### src/rtl/fb_fetch_arbiter_if.sv
// Framebuffer arbiter bus: VGA group-fetch port, CPU pixel port and SRAM port.
// The arbiter takes the slave view; requesters plus the SRAM sit on the master view.
interface fb_fetch_arbiter_if #(
    parameter int ADDR_W = 19
);
    logic              vga_fetch_en;
    logic [4:0]        vga_x_group;
    logic [8:0]        vga_y_val;
    logic [383:0]      vga_buf;
    logic              vga_buf_valid;
    logic              cpu_req;
    logic              cpu_we;
    logic [ADDR_W-1:0] cpu_addr;
    logic [11:0]       cpu_wdata;
    logic              cpu_ack;
    logic [11:0]       cpu_rdata;
    logic              mem_en;
    logic              mem_we;
    logic [ADDR_W-1:0] mem_addr;
    logic [11:0]       mem_wdata;
    logic [11:0]       mem_rdata;

    modport slave (
        input  vga_fetch_en, vga_x_group, vga_y_val,
        input  cpu_req, cpu_we, cpu_addr, cpu_wdata,
        input  mem_rdata,
        output vga_buf, vga_buf_valid, cpu_ack, cpu_rdata,
        output mem_en, mem_we, mem_addr, mem_wdata
    );

    modport master (
        output vga_fetch_en, vga_x_group, vga_y_val,
        output cpu_req, cpu_we, cpu_addr, cpu_wdata,
        output mem_rdata,
        input  vga_buf, vga_buf_valid, cpu_ack, cpu_rdata,
        input  mem_en, mem_we, mem_addr, mem_wdata
    );
endinterface

### src/rtl/fb_fetch_arbiter.sv
// Single-port framebuffer SRAM arbiter: 32-pixel VGA group bursts with priority, CPU pixel accesses in between.
// Optional FB_STALL_STATS_EN adds stat_cpu_stall, a saturating count of cycles the CPU waits.
module fb_fetch_arbiter #(
    parameter int H_ACTIVE = 640,
    parameter int V_ACTIVE = 480,
    parameter int GROUPS   = 20,
    parameter int ADDR_W   = 19
) (
    input  logic              clk,
    input  logic              rst,
    fb_fetch_arbiter_if.slave bus
`ifdef FB_STALL_STATS_EN
    ,
    output logic [15:0]       stat_cpu_stall
`endif
);
    localparam int FB_SIZE = H_ACTIVE * V_ACTIVE;
    localparam int NPIX    = 32;

    typedef enum logic [2:0] {IDLE, VGA_BURST, VGA_DRAIN, CPU_RD, CPU_DONE} state_e;

    state_e                state_q, state_d;
    logic [4:0]            idx_q, idx_d;
    logic [ADDR_W-1:0]     base_q, base_d;
    logic                  pend_q, pend_d;
    logic [13:0]           pend_tag_q, pend_tag_d;
    logic                  tag_vld_q, tag_vld_d;
    logic [13:0]           tag_q, tag_d;
    logic [NPIX-2:0][11:0] stg_q;
    logic [NPIX*12-1:0]    buf_q, buf_d;
    logic                  bufv_q, bufv_d;
    logic [11:0]           rdata_q, rdata_d;

    logic [13:0] req_tag, sel_tag;
    logic        req_new, sel_vld, cpu_in_range;

    // Tag is {y, group}; a fresh request can start a burst in the same IDLE cycle it appears.
    assign req_tag      = {bus.vga_y_val, bus.vga_x_group};
    assign req_new      = bus.vga_fetch_en && (32'(bus.vga_x_group) < GROUPS) &&
                          (!tag_vld_q || (req_tag != tag_q));
    assign sel_vld      = req_new || pend_q;
    assign sel_tag      = req_new ? req_tag : pend_tag_q;
    assign cpu_in_range = 32'(bus.cpu_addr) < FB_SIZE;

    always_comb begin
        state_d       = state_q;
        idx_d         = idx_q;
        base_d        = base_q;
        pend_d        = pend_q;
        pend_tag_d    = pend_tag_q;
        tag_vld_d     = tag_vld_q;
        tag_d         = tag_q;
        buf_d         = buf_q;
        bufv_d        = 1'b0;
        rdata_d       = rdata_q;
        bus.mem_en    = 1'b0;
        bus.mem_we    = 1'b0;
        bus.mem_addr  = '0;
        bus.mem_wdata = '0;
        bus.cpu_ack   = 1'b0;

        if (req_new) begin
            tag_d      = req_tag;
            tag_vld_d  = 1'b1;
            pend_d     = 1'b1;
            pend_tag_d = req_tag;
        end

        case (state_q)
            IDLE: begin
                if (sel_vld) begin
                    state_d = VGA_BURST;
                    idx_d   = '0;
                    pend_d  = 1'b0;
                    base_d  = ADDR_W'(int'(sel_tag[13:5]) * H_ACTIVE + int'(sel_tag[4:0]) * NPIX);
                end else if (bus.cpu_req) begin
                    state_d = CPU_RD;
                end
            end
            VGA_BURST: begin
                bus.mem_en   = 1'b1;
                bus.mem_addr = base_q + ADDR_W'(idx_q);
                idx_d        = idx_q + 5'd1;
                if (idx_q == 5'(NPIX - 1)) state_d = VGA_DRAIN;
            end
            VGA_DRAIN: begin
                // Whole buffer replaced in one edge so the consumer never sees a mix of groups.
                buf_d   = {bus.mem_rdata, stg_q};
                bufv_d  = 1'b1;
                state_d = IDLE;
            end
            CPU_RD: begin
                bus.mem_en    = cpu_in_range;
                bus.mem_we    = bus.cpu_we && cpu_in_range;
                bus.mem_addr  = cpu_in_range ? bus.cpu_addr : '0;
                bus.mem_wdata = cpu_in_range ? bus.cpu_wdata : '0;
                state_d       = CPU_DONE;
            end
            CPU_DONE: begin
                bus.cpu_ack = 1'b1;
                if (!bus.cpu_we) rdata_d = cpu_in_range ? bus.mem_rdata : '0;
                state_d = IDLE;
            end
            default: state_d = IDLE;
        endcase
    end

    assign bus.cpu_rdata     = rdata_d;
    assign bus.vga_buf       = buf_q;
    assign bus.vga_buf_valid = bufv_q;

    // Word for burst index i-1 arrives while index i is on the address bus.
    always_ff @(posedge clk) begin
        if (state_q == VGA_BURST && idx_q != 5'd0) stg_q[idx_q - 5'd1] <= bus.mem_rdata;
    end

    always_ff @(posedge clk) begin
        if (!rst) begin
            state_q    <= IDLE;
            idx_q      <= '0;
            base_q     <= '0;
            pend_q     <= 1'b0;
            pend_tag_q <= '0;
            tag_vld_q  <= 1'b0;
            tag_q      <= '0;
            buf_q      <= '0;
            bufv_q     <= 1'b0;
            rdata_q    <= '0;
        end else begin
            state_q    <= state_d;
            idx_q      <= idx_d;
            base_q     <= base_d;
            pend_q     <= pend_d;
            pend_tag_q <= pend_tag_d;
            tag_vld_q  <= tag_vld_d;
            tag_q      <= tag_d;
            buf_q      <= buf_d;
            bufv_q     <= bufv_d;
            rdata_q    <= rdata_d;
        end
    end

`ifdef FB_STALL_STATS_EN
    logic [15:0] stall_q;

    always_ff @(posedge clk) begin
        if (!rst) begin
            stall_q <= '0;
        end else if (bus.cpu_req && state_q != CPU_RD && state_q != CPU_DONE &&
                     stall_q != 16'hFFFF) begin
            stall_q <= stall_q + 16'd1;
        end
    end

    assign stat_cpu_stall = stall_q;
`endif
endmodule

### src/flat_wrapper.sv
// flat-port wrapper written by rule: the top's interface ports become plain ports
module fb_fetch_arbiter_flat 
#(
    parameter int H_ACTIVE = 640,
    parameter int V_ACTIVE = 480,
    parameter int GROUPS   = 20,
    parameter int ADDR_W   = 19
)
  (clk, rst, bus_vga_fetch_en, bus_vga_x_group, bus_vga_y_val, bus_cpu_req, bus_cpu_we, bus_cpu_addr, bus_cpu_wdata, bus_mem_rdata, bus_vga_buf, bus_vga_buf_valid, bus_cpu_ack, bus_cpu_rdata, bus_mem_en, bus_mem_we, bus_mem_addr, bus_mem_wdata);
  fb_fetch_arbiter_if #(.ADDR_W(ADDR_W)) bus_i ();
  input  logic clk;
  input  logic rst;
  input wire logic [$bits(bus_i.vga_fetch_en)-1:0] bus_vga_fetch_en;
  input wire logic [$bits(bus_i.vga_x_group)-1:0] bus_vga_x_group;
  input wire logic [$bits(bus_i.vga_y_val)-1:0] bus_vga_y_val;
  input wire logic [$bits(bus_i.cpu_req)-1:0] bus_cpu_req;
  input wire logic [$bits(bus_i.cpu_we)-1:0] bus_cpu_we;
  input wire logic [$bits(bus_i.cpu_addr)-1:0] bus_cpu_addr;
  input wire logic [$bits(bus_i.cpu_wdata)-1:0] bus_cpu_wdata;
  input wire logic [$bits(bus_i.mem_rdata)-1:0] bus_mem_rdata;
  output wire logic [$bits(bus_i.vga_buf)-1:0] bus_vga_buf;
  output wire logic [$bits(bus_i.vga_buf_valid)-1:0] bus_vga_buf_valid;
  output wire logic [$bits(bus_i.cpu_ack)-1:0] bus_cpu_ack;
  output wire logic [$bits(bus_i.cpu_rdata)-1:0] bus_cpu_rdata;
  output wire logic [$bits(bus_i.mem_en)-1:0] bus_mem_en;
  output wire logic [$bits(bus_i.mem_we)-1:0] bus_mem_we;
  output wire logic [$bits(bus_i.mem_addr)-1:0] bus_mem_addr;
  output wire logic [$bits(bus_i.mem_wdata)-1:0] bus_mem_wdata;
  assign bus_i.vga_fetch_en = bus_vga_fetch_en;
  assign bus_i.vga_x_group = bus_vga_x_group;
  assign bus_i.vga_y_val = bus_vga_y_val;
  assign bus_i.cpu_req = bus_cpu_req;
  assign bus_i.cpu_we = bus_cpu_we;
  assign bus_i.cpu_addr = bus_cpu_addr;
  assign bus_i.cpu_wdata = bus_cpu_wdata;
  assign bus_i.mem_rdata = bus_mem_rdata;
  assign bus_vga_buf = bus_i.vga_buf;
  assign bus_vga_buf_valid = bus_i.vga_buf_valid;
  assign bus_cpu_ack = bus_i.cpu_ack;
  assign bus_cpu_rdata = bus_i.cpu_rdata;
  assign bus_mem_en = bus_i.mem_en;
  assign bus_mem_we = bus_i.mem_we;
  assign bus_mem_addr = bus_i.mem_addr;
  assign bus_mem_wdata = bus_i.mem_wdata;
  fb_fetch_arbiter #(.H_ACTIVE(H_ACTIVE), .V_ACTIVE(V_ACTIVE), .GROUPS(GROUPS), .ADDR_W(ADDR_W)) u_core (.clk(clk), .rst(rst), .bus(bus_i));
endmodule
### config.mk
export PLATFORM = sky130hd
export DESIGN_NAME = fb_fetch_arbiter_flat
export DESIGN_NICKNAME = d
export VERILOG_FILES = /design/src/rtl/fb_fetch_arbiter_if.sv /design/src/rtl/fb_fetch_arbiter.sv /design/src/flat_wrapper.sv
export SDC_FILE = /design/constraint.sdc
export NUM_CORES = 1
export LEC_CHECK = 0
export BUFFER_PORTS_ARGS = -buffer_cell sky130_fd_sc_hd__buf_2
export CORE_ASPECT_RATIO = 2
export CORE_UTILIZATION = 49
export CTS_CLUSTER_SIZE = 20
export DETAILED_ROUTE_END_ITERATION = 12
export GPL_ROUTABILITY_DRIVEN = 1
export PLACE_DENSITY_LB_ADDON = 0.25
export SETUP_SLACK_MARGIN = 0.2
export SYNTH_ARGS = -nofsm -noshare
export SYNTH_HDL_FRONTEND = slang
export SYNTH_SLANG_ARGS = --single-unit
### constraint.sdc
create_clock -name clk -period 7.5 [get_ports clk]
set_clock_uncertainty 0.2 [all_clocks]
set_input_delay 0.375 -clock clk [delete_from_list [all_inputs] [get_ports clk]]
set_output_delay 0.375 -clock clk [all_outputs]
set_load 0.01 [all_outputs]
# Word-level counts from Yosys, hierarchy flattened
# Index checks and enable logic that the tools add are counted.
# Widths: inputs -> output; s select.
[word_totals]
reg_bits = 826
in_bits = 62
out_inout_bits = 431
word_cells = 97
[classes]
add_sub_neg = 4
multipliers = 1
magnitude_cmp = 4
eq_ne = 9
muxes = 24
n_reduce_logical = 14
[ops]
columns = ["op", "n"]
rows = [
  ["$bwmux 372", 1],
  ["$mux 12", 6],
  ["$demux 12 s5", 1],
  ["$pmux 19 s2", 1],
  ["$add 19x11->19", 1],
  ["$add 19x5->19", 1],
  ["$lt 19x19->1 const B", 1],
  ["$mux 19", 1],
  ["$mux 14", 1],
  ["$ne 14x14->1", 1],
  ["$mul 9x3->12 const B", 1],
  ["$pmux 5 s2", 1],
  ["$mux 3", 3],
  ["$pmux 3 s3", 1],
  ["$eq 3x2->1 const B", 2],
  ["$lt 5x6->1 const B", 1],
  ["$mux 1", 6],
  ["$reduce_and 2->1", 3],
  ["$add 5x1->5 const B", 1],
  ["$eq 5x5->1 const B", 1],
  ["$ge 5x1->1 const B", 1],
  ["$logic_and 1x1->1", 5],
  ["$lt 5x5->1 const B", 1],
  ["$mux 5", 1],
  ["other kinds (11)", 13],
]

# Logic depth before layout (Yosys ltp)
# Gate-level depths: netlist of the first run.
[depth]
ltp_word = 6
mapped_depth = 19

# Worst setup path after synthesis of the first run
# OpenSTA, ideal clock, no wires.
[synth_path]
path_kind = "input to register"
startpoint = "in bus_vga_y_val[8]"
endpoint = "reg u_core.base_q[17]"
arrival_ns = 4.153
slack_ns = 3.074
cell_stages = 17
n_path_buf = 2
cell_sequence = "xnor2_1 nand4_1 nor4_4 nor2_1 buf_2 buf_1 o21ai_1 ha_1 ha_1 inv_1 fa_1 and4bb_1 inv_1 nor3b_1 nand4_1 or4b_4 o211ai_2"
[synth_between]
elab_chain_cells = 6
word_cells_on_any_way = 8
cone_classes = "1 x add/sub; 1 x mul; 1 x eq/ne; 1 x mux; 4 x reduce/logical"
[synth_lines]
columns = ["item", "line", "rtl"]
rows = [
  ["start: declaration", "flat_wrapper.sv:15", "input wire logic [$bits(bus_i.vga_y_val)-1:0] bus_vga_y_val;"],
  ["$ne 14x14->1", "fb_fetch_arbiter.sv:40", "(!tag_vld_q || (req_tag != tag_q));"],
  ["$logic_or 1x1->1", "fb_fetch_arbiter.sv:40", ""],
  ["$logic_and 1x1->1", "fb_fetch_arbiter.sv:39", "assign req_new = bus.vga_fetch_en && (32'(bus.vga_x_group) < GROUPS) &&"],
  ["$mux 14", "fb_fetch_arbiter.sv:42", "assign sel_tag = req_new ? req_tag : pend_tag_q;"],
  ["$mul 9x3->12", "fb_fetch_arbiter.sv:75", "base_d = ADDR_W'(int'(sel_tag[13:5]) * H_ACTIVE + int'(sel_tag[4:0]) * NPIX);"],
  ["$add 19x11->19", "fb_fetch_arbiter.sv:75", ""],
  ["end signal: assignment", "fb_fetch_arbiter.sv:132", "base_q <= base_d;"],
  ["end: declaration", "fb_fetch_arbiter.sv:24", "logic [ADDR_W-1:0] base_q, base_d;"],
]
# Several ways; a longest one is shown, not always the timed one.
# A chain may end at the register's enable or synchronous reset.

# Worst setup path in the final report of the first run
[layout_path]
startpoint = "in bus_vga_y_val[3]"
endpoint = "reg u_core.base_q[17]"
# The elaborated chain is that of the path after synthesis.

==> results of run 1 <==
## flip-flops by register name, summed over array words and instances, names as in the netlist
name                      flops
u_core.stg_q                372
u_core.rdata_q               12
u_core.bus.vga_buf_valid      1
u_core.tag_q                 14
u_core.bus.vga_buf          384
u_core.tag_vld_q              1
u_core.pend_tag_q            14
u_core.state_q                3
u_core.idx_q                  5
u_core.base_q                14
u_core.pend_q                 1
## layout make-up
type / instances / share of cell area [%]
Timing Repair Buffer: 535 / 8.48
Sequential cell: 821 / 59.6
Tap cell: 756 / 2.80
Inverter: 21 / 0.255
Multi-Input combinational cell: 1561 / 21.8
Clock buffer: 93 / 5.77
Clock inverter: 34 / 1.26
## layer usage
metal / up-vias / global-route usage [%]
li1: 9529 / -
met1: 9745 / 30.3
met2: 746 / 47.6
met3: 141 / 5.08
met4: 0 / 12.2
met5: - / 0
## kinds of logic after synthesis
group           Yosys count
simple gates            989
flops                   821
compound gates          515
buf+inv                 176
xor+xnor                 28
fa+ha+maj                26
mux                       3
## through the flow
step                util [%]  setup WS [ns]  total power, W  area [um^2]  cells
finish                  59.4           1.95         0.00984        33800   3821
global route            59.4           1.70          0.0102        33800   3821
CTS                     59.4           2.02         0.00991        33800   3821
detailed placement      54.9           1.97         0.00622        31300   3677
global placement        54.9           2.12         0.00619        31300   3677
floorplan                  -           3.07         0.00571        28200   2558
## placed cells by master (no fill, tap or decap), drive strengths merged, types with 2 or more instances in the layout
cell type,instances
a21o,5
a21oi,423
a22o,16
a31o,2
a31oi,4
and2,40
and3,3
buf,518
bufinv,7
clkbuf,93
clkinv,22
dfxtp,449
dlygate4sd3,17
edfxtp,372
fa,2
ha,24
inv,25
mux2i,3
nand2,836
nand2b,6
nand3,12
nand4,5
nor2,65
nor2b,4
nor3,5
nor3b,3
nor4,3
o211a,2
o21a,2
o21ai,50
o31a,2
o31ai,2
xnor2,24
xor2,4
## worst max-delay path by stage
stage	cells after the start	slack (ns)	end	start
final	20	1.95	u_core.base_q[17]$_SDFFE_PN0P_	bus_vga_y_val[3]
after global routing	20	1.70	u_core.base_q[17]$_SDFFE_PN0P_	bus_vga_y_val[3]
after CTS	20	2.02	u_core.base_q[17]$_SDFFE_PN0P_	bus_vga_y_val[3]
after detailed placement	19	1.97	u_core.base_q[17]$_SDFFE_PN0P_	bus_vga_y_val[3]
after global placement	19	2.12	u_core.base_q[17]$_SDFFE_PN0P_	bus_vga_y_val[3]
after floorplan	17	3.07	u_core.base_q[17]$_SDFFE_PN0P_	bus_vga_y_val[8]
## what timing repair did
action	4_1_cts	5_1_grt
hold endpoints to repair	19	0
hold buffers	17	0
gates resized for setup	0	0
## power groups by stage
| stage | Sequential [W] | Clock [W] | Combinational, W |
|---|---|---|---|
| 3_5_place_dp | 0.00511 | 0 | 0.00110 |
| 6_report | 0.00501 | 0.00372 | 0.00110 |
| 5_1_grt | 0.00503 | 0.00396 | 0.00121 |
| 2_1_floorplan | 0.00514 | 0 | 0.000568 |
| 4_1_cts | 0.00501 | 0.00379 | 0.00111 |
| 3_3_place_gp | 0.00511 | 0 | 0.00108 |
==> results.yml, run 1 <==
run_status:
  status: "completed"
logic_synthesis:
  synthMuxAreaShare_pct: 0.107
  synth-main-ff-cell: "dfxtp_1"
  synth_cell_types: 57
  synth_fa_ha_area_share_pct: 1.21
  synth_top_area_cell: "edfxtp_1"
  synth_commonest_cells: "nand2_1 (836), dfxtp_1 (449), a21oi_1 (420)"
  synthXorXnorAreaFrac_pct: 0.977
  yosys-top-cells-area: "edfxtp_1 (40%), dfxtp_1 (32%), nand2_1 (11%)"
  synth_top_family_by_area: "simple AND/OR/NAND/NOR gates"
  yosysMostFrequentCell: "nand2_1"
  synthArstFlopShare_pct: 0
  synth_cells: 2558
  yosysTopAreaCellShare_pct: 39.6
  syn_area_per_cell_um2: 11.0
  netlist_area_um2: 28200
  synth-seq-cells: 821
  synth_fp_nets: 2646
  synthSimpleGateAreaFrac_pct: 14.1
  yosysWarnings: 0
  synth_compound_area_share_pct: 9.72
  synth_edf_count: 372
  seq_area_frac_synth_pct: 71.5
grt:
  antenna_found_initial: 1
  overflow: 0
  grt_usage_pct: 26.7
  grt_pass1_vias: 19500
  grt_pass1_wl_um: 116000
  grt_max_degree: 223
timing:
  grt_setup_unrepaired: "false"
  setup_viol: 0
  fin_hold_ws_ns: 0.125
  timing.final.crit_share_pct: 73.9
  relSlewSlack_pct: 17.7
  maxSlewViolCount: 0
  tightest_slew_ns: 1.23
  min_period_ns: 5.55
  final.setup.tns_ns: 0
  fmax_mhz: 180
  final-hold-violation-count: 0
final_layout:
  nNetsFinal: 3097
  ff_latch_area_um2: 20200
  multi_input_area_um2: 7370
  fillers: 4811
  layout-drive-gt1-share_pct: 21.2
  antenna_cells: 0
  area_growth_pct: 20.0
cts:
  cts_max_level: 3
  clk_path_buf_depth: 3
  numCtsBuffers: 69
  worstSkewPairLatency_ns: 0.61
  cts_sinks: 821
  tritoncts: "yes"
  cts_root_buf: "clkbuf_16"
  clk_pin_slew_ns: 0.07
  post_cts_buffers: 0
floorplan:
  core_um2: 56900
  die_w_um: 172
  io_pins: 493
  dieArea_um2: 58500
  rows: 124
  start_util_pct: 49.5
  die_h_um: 341
hold_path:
  hp-start: "bus_mem_rdata[1]"
  min_path_cells: 1
  hold_path_class: "in2reg"
  min_to: "u_core.stg_q[217]$_DFFE_PP_"
critical_path:
  cp_slowest_cell: "nor4_4"
  startpoint_type: "input pin"
  cp-end-kind: "flop"
  reg2reg_from: "u_core.tag_q[8]$_SDFFE_PN0P_"
  max_stage_delay_ns: 0.77
  path_class: "in2reg"
  critPathRequiredTime_ns: 7.83
  critical_path.max_fanout: 29
  worstPathArrival_ns: 5.87
  cp_top_family: "simple AND/OR/NAND/NOR gates"
  r2r_end: "u_core.base_q[17]$_SDFFE_PN0P_"
  reg2reg_depth: 18
  cp_num_buf_inv: 5
  crit_chain: "dlygate4sd3_1 > buf_2 > xnor2_1 > nand4_1 > nor4_4 > nor2_1 > buf_4 > nand2_1 > o21ai_1 > ha_1 > ha_1 > inv_1 > fa_1 > xnor2_1 > and4bb_1 > inv_1 > nor3b_1 > nand4_1 > or4b_4 > o211ai_2"
  reg2reg_setup_slack_ns: 2.07
placed_design:
  gp_congestion: 0.917
  hpwl_um: 50700
  port_buffers: 492
drt:
  vias: 20200
  top_layer: "met4"
  met3_length_um: 5150
  wl_per_cell_um: 20.6
  drc_errors: 0
  wl_met1_um: 29400
  firstDrtPassIters: 5
  ant_nets: 0
  routed_via_density: 5.28
  drt_iter0_markers: 1477
  route.met2.wl_um: 40900
  drt-total-wl_um: 78700
power_and_ir_drop:
  p_per_area_nw_per_um2: 291
  clkPwrFrac_pct: 37.8
  power.leakage_nw: 13.0
  switchingPower_w: 0.00251
  ir_drop_v: 0.000209
  power_frac_comb_pct: 11.2
  seq_power_share_pct: 51.0
  switching_share_pct: 25.6
  p_int_w: 0.00732
flow_run:
  maxCapViolations: 0
Note: power is estimated with default switching activity, not from simulation.
==> run 2, diff against run 1 <==
==> constraint.sdc (replaced) <==
create_clock -name clk -period 5.45 [get_ports clk]
set_clock_uncertainty 0.2 [all_clocks]
set_input_delay 0.2725 -clock clk [delete_from_list [all_inputs] [get_ports clk]]
set_output_delay 0.2725 -clock clk [all_outputs]
set_load 0.01 [all_outputs]
==> run 2 against run 1 <==
Net effect: sequential power up 38%; the flow now finishes with violations (slew limit); clock power up 37%; non-clock buffer count up 7; via count up 0.81%; setup slack worse by 1.3 ns; die area unchanged; critical path depth down 1; sequential cell count unchanged.
==> results.yml, run 2 (synthesis gave the netlist of run 1 again) <==
critical_path:
  crit_cells: 19
  reg2reg_from: "u_core.tag_q[8]$_SDFFE_PN0P_"
  critical_path.endpoint: "u_core.base_q[17]$_SDFFE_PN0P_"
  critPathRequiredTime_ns: 5.77
  reg2reg_depth: 17
  r2r_end: "u_core.base_q[17]$_SDFFE_PN0P_"
  critical_path.max_fanout: 13
  cp_num_buf_inv: 4
  crit_path_start: "bus_vga_y_val[3]"
  path_class: "in2reg"
  cp-end-kind: "flop"
  cp_slowest_cell: "or4b_4"
  max_stage_delay_ns: 0.56
  reg2reg_setup_slack_ns: 0.66
  worstPathArrival_ns: 5.13
  startpoint_type: "input pin"
  cp_top_family: "simple AND/OR/NAND/NOR gates"
  crit_chain: "dlygate4sd3_1 > buf_2 > xnor2_1 > nand4_1 > nor4_4 > nor2_2 > nand2_1 > o21ai_1 > ha_1 > ha_1 > inv_1 > fa_1 > xnor2_1 > and4bb_1 > inv_1 > nor3b_1 > nand4_1 > or4b_4 > o211ai_2"
final_layout:
  antenna_cells: 0
  finalNonFillerCells: 3827
  final_cell_mix: "nand2_1 (835), buf_2 (492), dfxtp_1 (449)"
  largest_reg_flops: 384
  area_growth_pct: 20.2
  final_common_cell: "nand2_1"
  nNetsFinal: 3103
  layout-drive-gt1-share_pct: 21.2
  fin_util_pct: 59.5
placed_design:
  gp_congestion: 0.879
  port_buffers: 492
  hpwl_um: 51200
  place_inst: 3682
timing:
  fin_hold_ws_ns: 0.0298
  setup_viol: 0
  tightest_slew_ns: 1.50
  relSlewSlack_pct: -0.0162
  min_period_ns: 4.82
  fmax_mhz: 208
  final-hold-violation-count: 0
  maxSlewViolCount: 5
  grt_setup_unrepaired: "false"
  final.setup.tns_ns: 0
  timing.final.crit_share_pct: 88.4
floorplan:
  io_pins: 493
  die_w_um: 172
  dieArea_um2: 58500
  die_h_um: 341
  core_um2: 56900
  start_util_pct: 49.5
  rows: 124
drt:
  drt_iter0_markers: 1634
  firstDrtPassIters: 5
  drc_errors: 0
  vias: 20300
  ant_nets: 0
  wl_per_cell_um: 20.7
  routed_via_density: 5.31
  drt-total-wl_um: 79300
power_and_ir_drop:
  power.leakage_nw: 13.0
  p_per_area_nw_per_um2: 400
  total_power_w: 0.0135
  ir_drop_v: 0.000281
grt:
  grt_pass1_wl_um: 116000
  antenna_found_initial: 0
  overflow: 0
  grt_max_degree: 225
  grt_usage_pct: 26.8
  grt_pass1_vias: 19700
hold_path:
  hold_path_class: "in2reg"
  hp-start: "bus_mem_rdata[8]"
cts:
  cts_sinks: 821
  worstSkewPairLatency_ns: 0.59
  cts_max_level: 3
  cts_root_buf: "clkbuf_16"
  clk_pin_slew_ns: 0.07
  numCtsBuffers: 68
  clk_path_buf_depth: 3
  tritoncts: "yes"
run_status:
  status: "finished with violations"
  failed_checks: "slew limit"
flow_run:
  maxCapViolations: 0
==> run 2: cell types whose count changed in the layout (fill, tap and decap cells not counted), sizes merged <==
cell | before | now
buf | 518 | 523
clkbuf | 93 | 99
clkinv | 22 | 11
clkinvlp | 1 | 7
dlygate4sd3 | 17 | 19
inv | 25 | 23
==> run 2: worst min-delay path by stage <==
stage               cells after the start                                   end  slack, ns
finish                                  1            u_core.stg_q[56]$_DFFE_PP_       0.03
global route                            1            u_core.stg_q[56]$_DFFE_PP_       0.01
CTS                                     3  u_core.bus.vga_buf[380]$_SDFFE_PN0P_       0.01
detailed placement                      2  u_core.bus.vga_buf[125]$_SDFFE_PN0P_       0.24
global placement                        2  u_core.bus.vga_buf[334]$_SDFFE_PN0P_       0.24
floorplan                               0             u_core.stg_q[0]$_DFFE_PP_       0.17
==> run 2: metal layers <==
layer | vias up | GRT usage (%) | part of all wire [%]
met1 | 9853 | 30.7 | 37
met3 | 154 | 4.92 | 6.8
li1 | 9520 | - | -
met4 | 0 | 12.1 | 4.2
met2 | 797 | 47.8 | 52
met5 | - | 0 | 0
==> run 2: metrics by stage <==
step,cell area [um^2],setup slack [ns]
2_1_floorplan,28200,1.06
3_3_place_gp,31300,0.506
3_5_place_dp,31300,0.408
4_1_cts,33900,0.488
5_1_grt,33900,0.411
6_report,33900,0.634
==> run 2: area by class of cell <==
type / instances / area [um^2]
tap: 756 / 946
clock inverter: 27 / 353
clock buffer: 99 / 2010
inverter: 21 / 86.3
sequential: 821 / 20200
multi-input combinational: 1561 / 7370
fill: 4811 / 23100
timing repair buffer: 542 / 2960
==> run 2: repair_timing <==
action                                  CTS  global route
gates resized for setup                   0             1
setup buffers                             0             0
endpoints found under the setup margin    0             1
hold endpoints to repair                 49             0
hold buffers                             19             0
==> run 2: where the power goes <==
group | total [W] | switching, W | leakage, nW | internal (W)
sequential | 0.00690 | 0.000195 | 6.99 | 0.00670
clock | 0.00511 | 0.00219 | 1.13 | 0.00292
combinational | 0.00153 | 0.00104 | 4.91 | 0.000489
total | 0.0135 | 0.00343 | 13.0 | 0.0101
==> run 2: worst register-to-register path: cells and delay by family (launching register included) <==
family,cells,cell delay (ns)
AOI/OAI and AO/OA,2,0.25
xor gates and xnor gates,2,0.54
adders and majority gates,3,0.92
buffers and inverters,2,0.12
DFF,1,0.32
and+or+nand+nor,8,2.39
